**src/rtl/mem_arbiter.sv**
```systemverilog
// mem_arbiter: round-robin two-port arbiter and wait-state sequencer for a unified word RAM
module mem_arbiter #(
  parameter int WAIT_CYCLES = 1
) (
  input  logic        clk,
  input  logic        reset,
  input  logic        instr_req,
  input  logic [31:0] instr_addr,
  output logic        instr_ack,
  output logic        instr_err,
  output logic [31:0] instr_rdata,
  input  logic        data_req,
  input  logic        data_we,
  input  logic [31:0] data_addr,
  input  logic [31:0] data_wdata,
  output logic        data_ack,
  output logic        data_err,
  output logic [31:0] data_rdata,
  output logic [31:0] mem_addr,
  output logic [31:0] mem_wdata,
  output logic        mem_read,
  output logic        mem_write,
  input  logic [31:0] mem_rdata
);
  typedef enum logic [1:0] {IDLE, ACCESS, RESP} state_t;
  localparam logic DATA = 1'b1;
  state_t state, state_n;
  logic last_grant, grant_port, we, err_q, pick, any_req;
  logic [3:0] wait_cnt;
  logic [31:0] req_addr;
  // Round-robin pick and next-state: misaligned grants bypass ACCESS and answer with an error
  always_comb begin
    any_req = instr_req || data_req;
    pick = (instr_req && data_req) ? ~last_grant : data_req;
    req_addr = pick ? data_addr : instr_addr;
    state_n = state == IDLE ? (any_req ? (req_addr[1:0] == 2'b00 ? ACCESS : RESP) : IDLE)
            : state == ACCESS ? (wait_cnt == 4'd0 ? RESP : ACCESS)
            : IDLE;
  end
  // State register
  always_ff @(posedge clk) begin
    if (reset) state <= IDLE;
    else state <= state_n;
  end
  // Grant latching, wait counting and read-data capture
  always_ff @(posedge clk) begin
    if (reset) begin
      last_grant <= DATA;
      grant_port <= 1'b0;
      we <= 1'b0;
      err_q <= 1'b0;
      wait_cnt <= 4'd0;
      mem_addr <= '0;
      mem_wdata <= '0;
      instr_rdata <= '0;
      data_rdata <= '0;
    end else begin
      if (state == IDLE && any_req) begin
        mem_addr <= req_addr;
        mem_wdata <= pick ? data_wdata : mem_wdata;
        we <= pick && data_we;
        grant_port <= pick;
        last_grant <= pick;
        err_q <= req_addr[1:0] != 2'b00;
        wait_cnt <= 4'(WAIT_CYCLES - 1);
      end
      if (state == ACCESS) begin
        wait_cnt <= wait_cnt - 4'd1;
        if (wait_cnt == 4'd0 && !we && !grant_port) instr_rdata <= mem_rdata;
        if (wait_cnt == 4'd0 && !we && grant_port) data_rdata <= mem_rdata;
      end
      if (state == RESP) err_q <= 1'b0;
    end
  end
  assign mem_read = state == ACCESS && !we;
  assign mem_write = state == ACCESS && we;
  assign instr_ack = state == RESP && !grant_port;
  assign data_ack = state == RESP && grant_port;
  assign instr_err = instr_ack && err_q;
  assign data_err = data_ack && err_q;
endmodule
```
**config.mk**
```make
export PLATFORM = sky130hd
export DESIGN_NAME = mem_arbiter
export DESIGN_NICKNAME = d
export VERILOG_FILES = /design/src/rtl/mem_arbiter.sv
export SDC_FILE = /design/constraint.sdc
export NUM_CORES = 1
export LEC_CHECK = 0
export ABC_AREA = 1
export ABC_CLOCK_PERIOD_IN_PS = 2500
export BUFFER_PORTS_ARGS = -buffer_cell sky130_fd_sc_hd__buf_2
export CORE_MARGIN = 2
export CORE_UTILIZATION = 50
export DETAILED_ROUTE_END_ITERATION = 8
export PLACE_DENSITY = 0.95
export SLEW_MARGIN = 20
export SYNTH_ARGS = -nofsm -noshare
export SYNTH_HDL_FRONTEND = slang
export SYNTH_SLANG_ARGS = --single-unit
```
**constraint.sdc**
```tcl
create_clock -name clk -period 2.5 [get_ports clk]
set_input_delay 0.125 -clock clk [delete_from_list [all_inputs] [get_ports clk]]
set_output_delay 0.125 -clock clk [all_outputs]
set_load 0.01 [all_outputs]
```
==> summary.txt, run 1 <==
Run
  – Max-cap violations: 0

GRT
  – Initial antenna violation count: 3
  – First-pass GRT wire length: about 34 mm
  – Vias in the first global route: between 7,000 and 8,000
  – GR Util All Layers: between 30% and 40%
  – Total gr overflow: 0
  – Largest net degree at the start of global routing: 52

Placed design
  – Post-detail-place hpwl: 11.06 mm
  – Placed cell area: just under 7000 sq um
  – DP Worst Slack: between 700 and 800 ps
  – RePlAce Congestion: 0.8116
  – Port Buf Inserts: 266

Synthesis
  – Warning count from the yosys run: 0
  – Share of the synthesized area in the top cell type: 50.03%
  – Yosys cell types: 24
  – Mapped Nets: 906
  – Syn Area/Cell: 7.152 sq um
  – Dominant cells by area after synthesis: dfxtp_1 50%, nand2_1 14%, nor2_1 14%, o21ai_0 6.2%, nand3b_1 4.5%
  – Leading area contributor after synthesis: dfxtp_1
  – Syn Inst Count: 772
  – Yosys reg bits: 138
  – Synth Cell Area: between 5000 and 6000 sq um
  – Register area share after synthesis: 50.03%

Floorplan
  – Initial Utilization: roughly 51%
  – Chip height: 109.1 um
  – Io pins: 267
  – Row count: 38
  – Die area: around 12,000 sq um
  – Core area: 10,790 sq um
  – Die X: 109.1 um

Detailed routing
  – Wire length per cell: 17.11 um
  – Initial DRC Count: 817
  – Post-route DRC: 0
  – Detailed-route via count: between 7,000 and 8,000
  – Final wirelength: 22.34 mm
  – Vias per inst: 5.452
  – 1st-pass router iterations: 6
  – Remaining antenna violation count: 0

STA
  – Final WS setup: between 150 and 200 ps
  – Final Hold Vio Count: 0
  – Highest clock rate: 431.5 MHz
  – RSZ-0062 raised after global routing: false
  – Max Slew Vio Count: 0
  – Final setup fails: 0
  – Setup TNS: 0 ps
  – Max transition margin: 59.57%
  – Fin crit period: between 2000 and 2500 ps
  – Period Utilization, post-route: 92.69%
  – Setup Skew: 5.514 ps
  – Slew @ Worst Pin: around 600 ps

Critical path
  – Slowest library cell on the worst path: dlygate4sd3_1
  – CP Buf/Inv Count: 3
  – CP max FO: 34
  – Worst Path Required: 2960 ps
  – Nature of the critical path startpoint: register
  – CP max stage delay: 560 ps
  – Setup CP Type: register to register
  – Crit. End Element: register
  – CP top delay family: buffers and inverters
  – Critical path, cell by cell: nand2_1, nand2_1, buf_4, nor2_4, inv_2, nor2_1, nor2_1, dlygate4sd3_1
  – WP data arrival: 2770 ps

Clock tree
  – CTS Root Cell: clkbuf_8
  – Clock slew at reported path FFs: 60 ps
  – Num CTS Buffers: 17
  – CTS Sinks: 138
  – Postcts setup bufs: 0
  – CTS tree: done
  – H-tree depth: 4
  – Clock tree buffer depth: 2
  – Worst skew pair latency: about 520 ps

Cells and area
  – Post-layout util: 81.45%
  – Share of cells above drive strength 1: between 20 and 30%
  – Cell area after layout: just under 9000 sq um
  – Final net count: 1,284
  – Area grow syn2layout: 59.21%

Power and ir drop
  – VDD IR-drop max: 505.2 uV
  – Static Leakage: 4.384 nW
  – Power Dens Cells: 680.6 nW/um^2

Worst hold path
  – Hold Crit Class: primary input to register

Outcome
  – Outcome: completed
-- timing repair --
action                     CTS  global route
setup endpoints to repair    0             2
hold endpoints to repair   130             0
gates resized for setup      0             1
hold buffers               130             0
-- per-layer routing --
metal,global-route usage (%),routed length [um]
met2,64.20,11010
met1,39.81,7648
met3,10.52,2176
met4,27.11,1503
met5,0,0
-- sequential cells by signal (all words and copies together) (netlist names) --
| register | cells |
|---|---|
| wait_cnt | 4 |
| we | 1 |
| instr_rdata | 32 |
| data_rdata | 32 |
| last_grant | 1 |
| grant_port | 1 |
| mem_addr | 32 |
| err_q | 1 |
| state | 2 |
| mem_wdata | 32 |
-- cells in the mapped netlist (all sizes together) --
cell type,count
nand2,205
nor2,203
dfxtp,138
o21ai,68
a21oi,41
nand3b,33
buf,31
inv,21
clkbuf,17
nand3,7
nor3,4
clkinv,1
ha,1
nand4,1
o22ai,1
-- cell families (layout without fill, tap and decap cells) --
logic type | count (synthesis) | after routing | synth area share [%]
buffers and inverters | 70 | 461 | 5.552
adder cells (fa/ha/maj) | 1 | 1 | 0.2266
AO/OA/AOI/OAI | 110 | 110 | 9.993
AND/OR/NAND/NOR | 453 | 453 | 34.19
other | 0 | 3 | 0
flip-flops | 138 | 138 | 50.03
-- worst min-delay path: stages --
cell and delay (ps):
buf_2 110, nand3_1 70, nand2_1 100, a21oi_1 80
-- cell type report --
cell class / count / area [sq um]
sequential: 138 / 2763
fill: 602 / 2002
clock inverter: 11 / 120.1
multi-input combinational: 564 / 2452
timing repair buffer: 407 / 2728
tap: 140 / 175.2
clock buffer: 21 / 459.2
inverter: 22 / 86.33
antenna: 3 / 7.507
-- where the power goes --
part	internal, W	switching [W]
combinational	0.000490	0.000631
sequential	0.00235	0.0000905
clock	0.00149	0.000933
total	0.00433	0.00165
-- final timing paths --
kind	to	start	slack (ps)	cells after the start
max	mem_wdata[28]$_SDFFE_PP0P_	last_grant$_SDFFE_PP1P_	180	8
min	mem_addr[0]$_SDFFE_PP0P_	data_req	30	4
min reg2reg	wait_cnt[0]$_SDFFE_PP0P_	wait_cnt[0]$_SDFFE_PP0P_	460	1
max reg2reg	mem_wdata[28]$_SDFFE_PP0P_	last_grant$_SDFFE_PP1P_	180	8
-- layout by cell type (no fill, tap or decap), types with 2 or more instances in the layout --
master,instances
a21oi_1,41
inv_2,3
clkinv_2,3
dfxtp_1,138
nor3_1,2
nor3_4,2
bufinv_16,2
nor2_4,2
diode_2,3
clkinvlp_4,7
buf_4,10
o21ai_0,68
nor2_1,200
inv_1,17
nand3b_1,33
clkbuf_8,4
clkbuf_16,16
nand2_1,204
dlygate4sd3_1,130
buf_2,266
nand3_1,6
-- stage by stage --
step,std cells,power [W],hold slack [ps]
6_report,1306,0.005983,27.49
5_1_grt,1306,0.006212,48.47
4_1_cts,1303,0.005898,7.431
3_5_place_dp,1141,0.003300,351.4
3_3_place_gp,1141,0.003272,344.2
2_1_floorplan,772,0.002952,259.9
Power figures use the tool's default switching activity.
==> run 2, diff against run 1 <==
- ABC_AREA: 1 -> unset
- ABC_CLOCK_PERIOD_IN_PS: 2500 -> 2900
- SLEW_MARGIN: 20 -> unset
- clock period: 2.5 -> 2.9 ns (I/O delays scaled with it)
==> summary.txt, run 2 <==
Detailed routing
  – 1st-pass router iterations: 5
  – Post-route DRC: 0
  – Detailed-route via count: 6,672
  – Final wirelength: approximately 22 mm
  – Remaining antenna violation count: 0
  – Vias per inst: ~5.7
  – Wire length per cell: ~19 um
  – Initial DRC Count: 587

Cells and area
  – Commonest non-fill, non-tap cells in the layout: 266 x buf_2, 161 x nand2_1, 138 x dfxtp_1, 129 x dlygate4sd3_1, 68 x a21oi_1
  – Post-layout util: 81.51%
  – Share of cells above drive strength 1: 31.51%
  – Final net count: between 1,000 and 1,500
  – Commonest non-fill, non-tap cell in the layout: buf_2
  – Area grow syn2layout: 58.38%
  – Antenna Cells: 0

GRT
  – Largest net degree at the start of global routing: 68
  – Total gr overflow: 0
  – GR Util All Layers: 34.83%
  – First-pass GRT wire length: 32.53 mm
  – Initial antenna violation count: 0
  – Vias in the first global route: 6,611

Clock tree
  – Hold buffer count at cts: between 100 and 150
  – CTS Sinks: roughly 140
  – CTS tree: done
  – Clock slew at reported path FFs: 70 ps
  – Num CTS Buffers: 17
  – Postcts setup bufs: 0
  – H-tree depth: 4
  – Clock tree buffer depth: 2
  – Worst skew pair latency: 510 ps
  – Post-cts sizing count: 0
  – CTS Root Cell: clkbuf_8

STA
  – Max transition margin: 52.70%
  – Slew @ Worst Pin: 707.5 ps
  – Final Hold Vio Count: 0
  – Max Slew Vio Count: 0
  – Highest clock rate: between 400 and 500 MHz
  – Final WS setup: between 600 and 700 ps
  – RSZ-0062 raised after global routing: false
  – Fin crit period: between 2000 and 2500 ps
  – Setup TNS: 0 ps
  – Final setup fails: 0
  – Period Utilization, post-route: slightly below 80%
  – Setup Skew: 8.585 ps

Worst hold path
  – Hold Crit Class: primary input to register

Placed design
  – DP Worst Slack: 1015 ps
  – RePlAce Congestion: 0.8282
  – Port Buf Inserts: 266
  – Post-detail-place hpwl: roughly 11 mm

Synthesis
  – Yosys cell types: 36
  – Syn Area/Cell: 8.704 sq um
  – Dominant cells by area after synthesis: dfxtp_1 50%, mux2i_1 11%, nand2_1 11%, a21oi_1 6.1%, a311oi_1 5.0%
  – Synth Cell Area: 5579 sq um
  – Yosys reg bits: approximately 140
  – Syn Inst Count: 641
  – Share of the synthesized area in the top cell type: 49.52%
  – Register area share after synthesis: 49.52%
  – Most frequent cells after synthesis: 161 x nand2_1, 138 x dfxtp_1, 68 x a21oi_1, 64 x mux2i_1, 39 x nand3_1
  – Most common cell in the netlist: nand2_1
  – Leading area contributor after synthesis: dfxtp_1
  – Warning count from the yosys run: 0
  – Mapped Nets: 775
  – Most used DFF post-synth: dfxtp_1
  – Async S/R FF share, synth: 0%
  – Post-synth EDFFs: 0

Outcome
  – Outcome: completed

Floorplan
  – Initial Utilization: between 50% and 60%
  – Chip height: around 110 um
  – Die area: about 12,000 sq um
  – Core area: 10,840 sq um
  – Io pins: about 270
  – Die X: 109.6 um
  – Row count: 38

Critical path
  – Worst Path Required: 3350 ps
  – Crit. End Element: register
  – CP max FO: 36
  – Nature of the critical path startpoint: register
  – Setup CP Type: register to register
  – WP data arrival: 2730 ps

Power and ir drop
  – Clock share of power: between 40% and 50%
  – Internal power: between 0.003 and 0.004 W
  – Static Leakage: about 4.3 nW
  – Comb pwr share: 19.2%
  – Switching power: between 0.0015 and 0.002 W
  – Sw Share: 29.51%
  – VDD IR-drop max: around 410 uV
  – Flop pwr share: around 40%
  – Power Dens Cells: 603.1 nW/um^2
  – Final Power: 0.005329 W

Run
  – Max-cap violations: 0
-- run 2: cell type report --
| class | count | area (sq um) |
|---|---|---|
| flip-flops and latches | 138 | 2763 |
| repair buffers | 408 | 2745 |
| multi-input cells | 441 | 2547 |
| fillers | 574 | 2004 |
| clock buffers | 17 | 414.1 |
| clock inverters | 15 | 180.2 |
| well taps | 140 | 175.2 |
| inverters | 3 | 11.26 |
-- run 2: path summary, 6_finish.rpt --
kind / slack, ps / end / start / cells after the start
worst min-delay path: 70 / mem_wdata[31]$_SDFFE_PP0P_ / reset / 2
worst max register to register: 630 / mem_addr[0]$_SDFFE_PP0P_ / last_grant$_SDFFE_PP1P_ / 5
worst max-delay path: 630 / mem_addr[0]$_SDFFE_PP0P_ / last_grant$_SDFFE_PP1P_ / 5
worst min register to register: 460 / instr_rdata[21]$_SDFFE_PP0P_ / instr_rdata[21]$_SDFFE_PP0P_ / 2
-- run 2: cell families (layout without fill, tap and decap cells) --
kind of cell	after synthesis	in the layout	synth area share, %
muxes	65	65	11.68
and+or+nand+nor	229	229	17.63
adders and majority gates	1	1	0.2242
buffers and inverters	62	443	5.315
AOI/OAI and AO/OA	146	146	15.63
DFF	138	138	49.52
-- run 2: per-stage QoR --
stage	std cells	hold WS, ps	instance area [sq um]
2_1_floorplan	641	292.7	5579
3_3_place_gp	1001	398.3	6950
3_5_place_dp	1001	403.4	6950
4_1_cts	1162	39.80	8836
5_1_grt	1162	92.74	8836
6_report	1162	70.96	8836
-- run 2: metal layers --
metal	part of all wire, %	global-route usage, %	up-vias	wire length (um)
li1	-	-	2964	-
met1	35	37.51	3071	7740
met2	49	61.82	513	10800
met3	9.7	8.714	124	2106
met4	5.4	19.89	0	1180
met5	0	0	-	0
-- run 2: power groups by stage --
stage	sequential (W)	combinational [W]	clock, W
after global placement	0.00213	0.000749	0
after detailed placement	0.00213	0.000764	0
after CTS	0.00209	0.000949	0.00220
after global routing	0.00212	0.00108	0.00230
final	0.00211	0.00102	0.00220
after floorplan	0.00218	0.000408	0
-- run 2: critical path, stage by stage (launching register included) --
cell	delay [ps]
dfxtp_1	390
a21bo_2	330
buf_4	390
nand2_1	140
a311oi_1	340
dlygate4sd3_1	620
==> run 3, diff against run 2 <==
- ABC_CLOCK_PERIOD_IN_PS: 2900 -> 2240
- CORE_UTILIZATION: 50 -> 46
- PLACE_DENSITY: 0.95 -> 0.9
- clock period: 2.9 -> 2.24 ns (I/O delays scaled with it)
==> summary.txt, run 3 (same netlist as run 2, synthesis figures left out) <==
Detailed routing
  – 1st-pass router iterations: 5
  – Final wirelength: 22.15 mm
  – Wire length per cell: 18.96 um
  – Remaining antenna violation count: 0
  – Initial DRC Count: between 600 and 700
  – Detailed-route via count: 6,603
  – Post-route DRC: 0
  – Vias per inst: between 5 and 6

Worst hold path
  – Hold Crit Class: primary input to register

STA
  – Final setup fails: 0
  – Max Slew Vio Count: 0
  – RSZ-0062 raised after global routing: false
  – Highest clock rate: between 400 and 500 MHz
  – Max transition margin: 48.81%
  – Final Hold Vio Count: 0
  – Fin crit period: 2147 ps
  – Period Utilization, post-route: 95.86%
  – Slew @ Worst Pin: roughly 770 ps
  – Setup TNS: 0 ps
  – Setup Skew: 8.412 ps

Power and ir drop
  – Static Leakage: around 4.3 nW
  – Comb pwr share: a little under a fifth
  – Flop pwr share: 38.1%
  – Power Dens Cells: 804.8 nW/um^2
  – Sw Share: 27.15%
  – VDD IR-drop max: 480.2 uV
  – Switching power: 0.001944 W
  – Internal power: around 0.0052 W
  – Clock share of power: 43.4%

Clock tree
  – Num CTS Buffers: 17
  – Clock tree buffer depth: 2
  – Clock slew at reported path FFs: 60 ps
  – Postcts setup bufs: 0
  – CTS Root Cell: clkbuf_16
  – Worst skew pair latency: 420 ps
  – H-tree depth: 4
  – CTS tree: done
  – CTS Sinks: approximately 140

Floorplan
  – Core area: around 12,000 sq um
  – Die area: 13,030 sq um
  – Row count: 40
  – Die X: 114.1 um
  – Chip height: 114.1 um
  – Io pins: 267
  – Initial Utilization: a little under half

Cells and area
  – Commonest non-fill, non-tap cells in the layout: 266 x buf_2, 161 x nand2_1, 138 x dfxtp_1, 128 x dlygate4sd3_1, 68 x a21oi_1
  – Share of cells above drive strength 1: 31.44%
  – Post-layout util: 74.72%
  – Area grow syn2layout: 59.52%
  – Final net count: between 1,000 and 1,500
  – Multi-input gate area: 2547 sq um
  – Antenna Cells: 0
  – Area occupied by registers: 2763 sq um
  – Fill cells: 720
  – Commonest non-fill, non-tap cell in the layout: buf_2

Placed design
  – RePlAce Congestion: 0.8167
  – Post-detail-place hpwl: 11.17 mm
  – Port Buf Inserts: ~270

Critical path
  – Setup CP Type: register to register
  – Worst Path Required: 2590 ps
  – CP max FO: 34
  – CP max stage delay: between 600 and 700 ps
  – Slowest library cell on the worst path: dlygate4sd3_1
  – Nature of the critical path startpoint: register
  – Critical path, cell by cell: or2_1, nor2_2, buf_6, a311oi_1, dlygate4sd3_1
  – WP data arrival: between 2000 and 3000 ps
  – CP top delay family: buffers and inverters
  – Crit. End Element: register
  – CP Buf/Inv Count: 2

GRT
  – Vias in the first global route: 6,559
  – Largest net degree at the start of global routing: 80
  – First-pass GRT wire length: 33.20 mm
  – GR Util All Layers: around a third
  – Initial antenna violation count: 0
  – Total gr overflow: 0

Outcome
  – Outcome: completed

Run
  – Max-cap violations: 0
==> run 3: per-layer routing <==
metal | routed length [um] | global-route usage (%)
met5 | 0 | 0
met4 | 1186 | 20.57
met3 | 1975 | 7.888
met2 | 11180 | 58.97
met1 | 7813 | 34.92
==> run 3: layout make-up <==
cell class	count	area share (%)
clock inverter	13	2.418
sequential	138	31.04
inverter	3	0.1265
tap	147	2.067
clock buffer	18	4.822
multi-input combinational	441	28.62
timing repair buffer	408	30.90
==> run 3: power groups by stage <==
stage / Combinational (W) / Sequential [W] / Clock, W
final: 0.00132 / 0.00273 / 0.00311
after global routing: 0.00141 / 0.00274 / 0.00324
after CTS: 0.00124 / 0.00271 / 0.00312
after detailed placement: 0.000997 / 0.00276 / 0
after global placement: 0.000986 / 0.00276 / 0
after floorplan: 0.000528 / 0.00282 / 0
==> run 3: stage by stage <==
| step | hold slack, ps | setup slack (ps) | instance area, sq um | cells | power [W] |
|---|---|---|---|---|---|
| global route | 17.82 | 25.89 | 8900 | 1168 | 0.007395 |
| floorplan | 259.7 | 673.0 | 5579 | 641 | 0.003347 |
| detailed placement | 364.6 | 507.3 | 6967 | 1009 | 0.003760 |
| CTS | 8.749 | 154.5 | 8882 | 1167 | 0.007075 |
| global placement | 366.6 | 599.7 | 6967 | 1009 | 0.003745 |
| finish | 38.60 | 92.70 | 8900 | 1168 | 0.007163 |
==> run 3: worst register-to-register path, stage by stage, from the launching register on <==
cell and delay [ps]:
dfxtp_1 530, or2_1 250, nor2_2 60, buf_6 200
a311oi_1 390, dlygate4sd3_1 650
==> run 3: repair_timing <==
action / CTS / global route
hold buffers: 127 / 1
endpoints found under the setup margin: 0 / 2
hold endpoints to repair: 121 / 1
gates resized for setup: 0 / 2
==> run 3: path summary, 6_finish.rpt <==
check | start | end | slack (ps) | depth (start not counted)
max | state[1]$_SDFF_PP0_ | mem_addr[13]$_SDFFE_PP0P_ | 90 | 5
min | mem_rdata[12] | instr_rdata[12]$_SDFFE_PP0P_ | 40 | 3
max reg2reg | state[1]$_SDFF_PP0_ | mem_addr[13]$_SDFFE_PP0P_ | 90 | 5
min reg2reg | data_rdata[28]$_SDFFE_PP0P_ | data_rdata[28]$_SDFFE_PP0P_ | 460 | 2
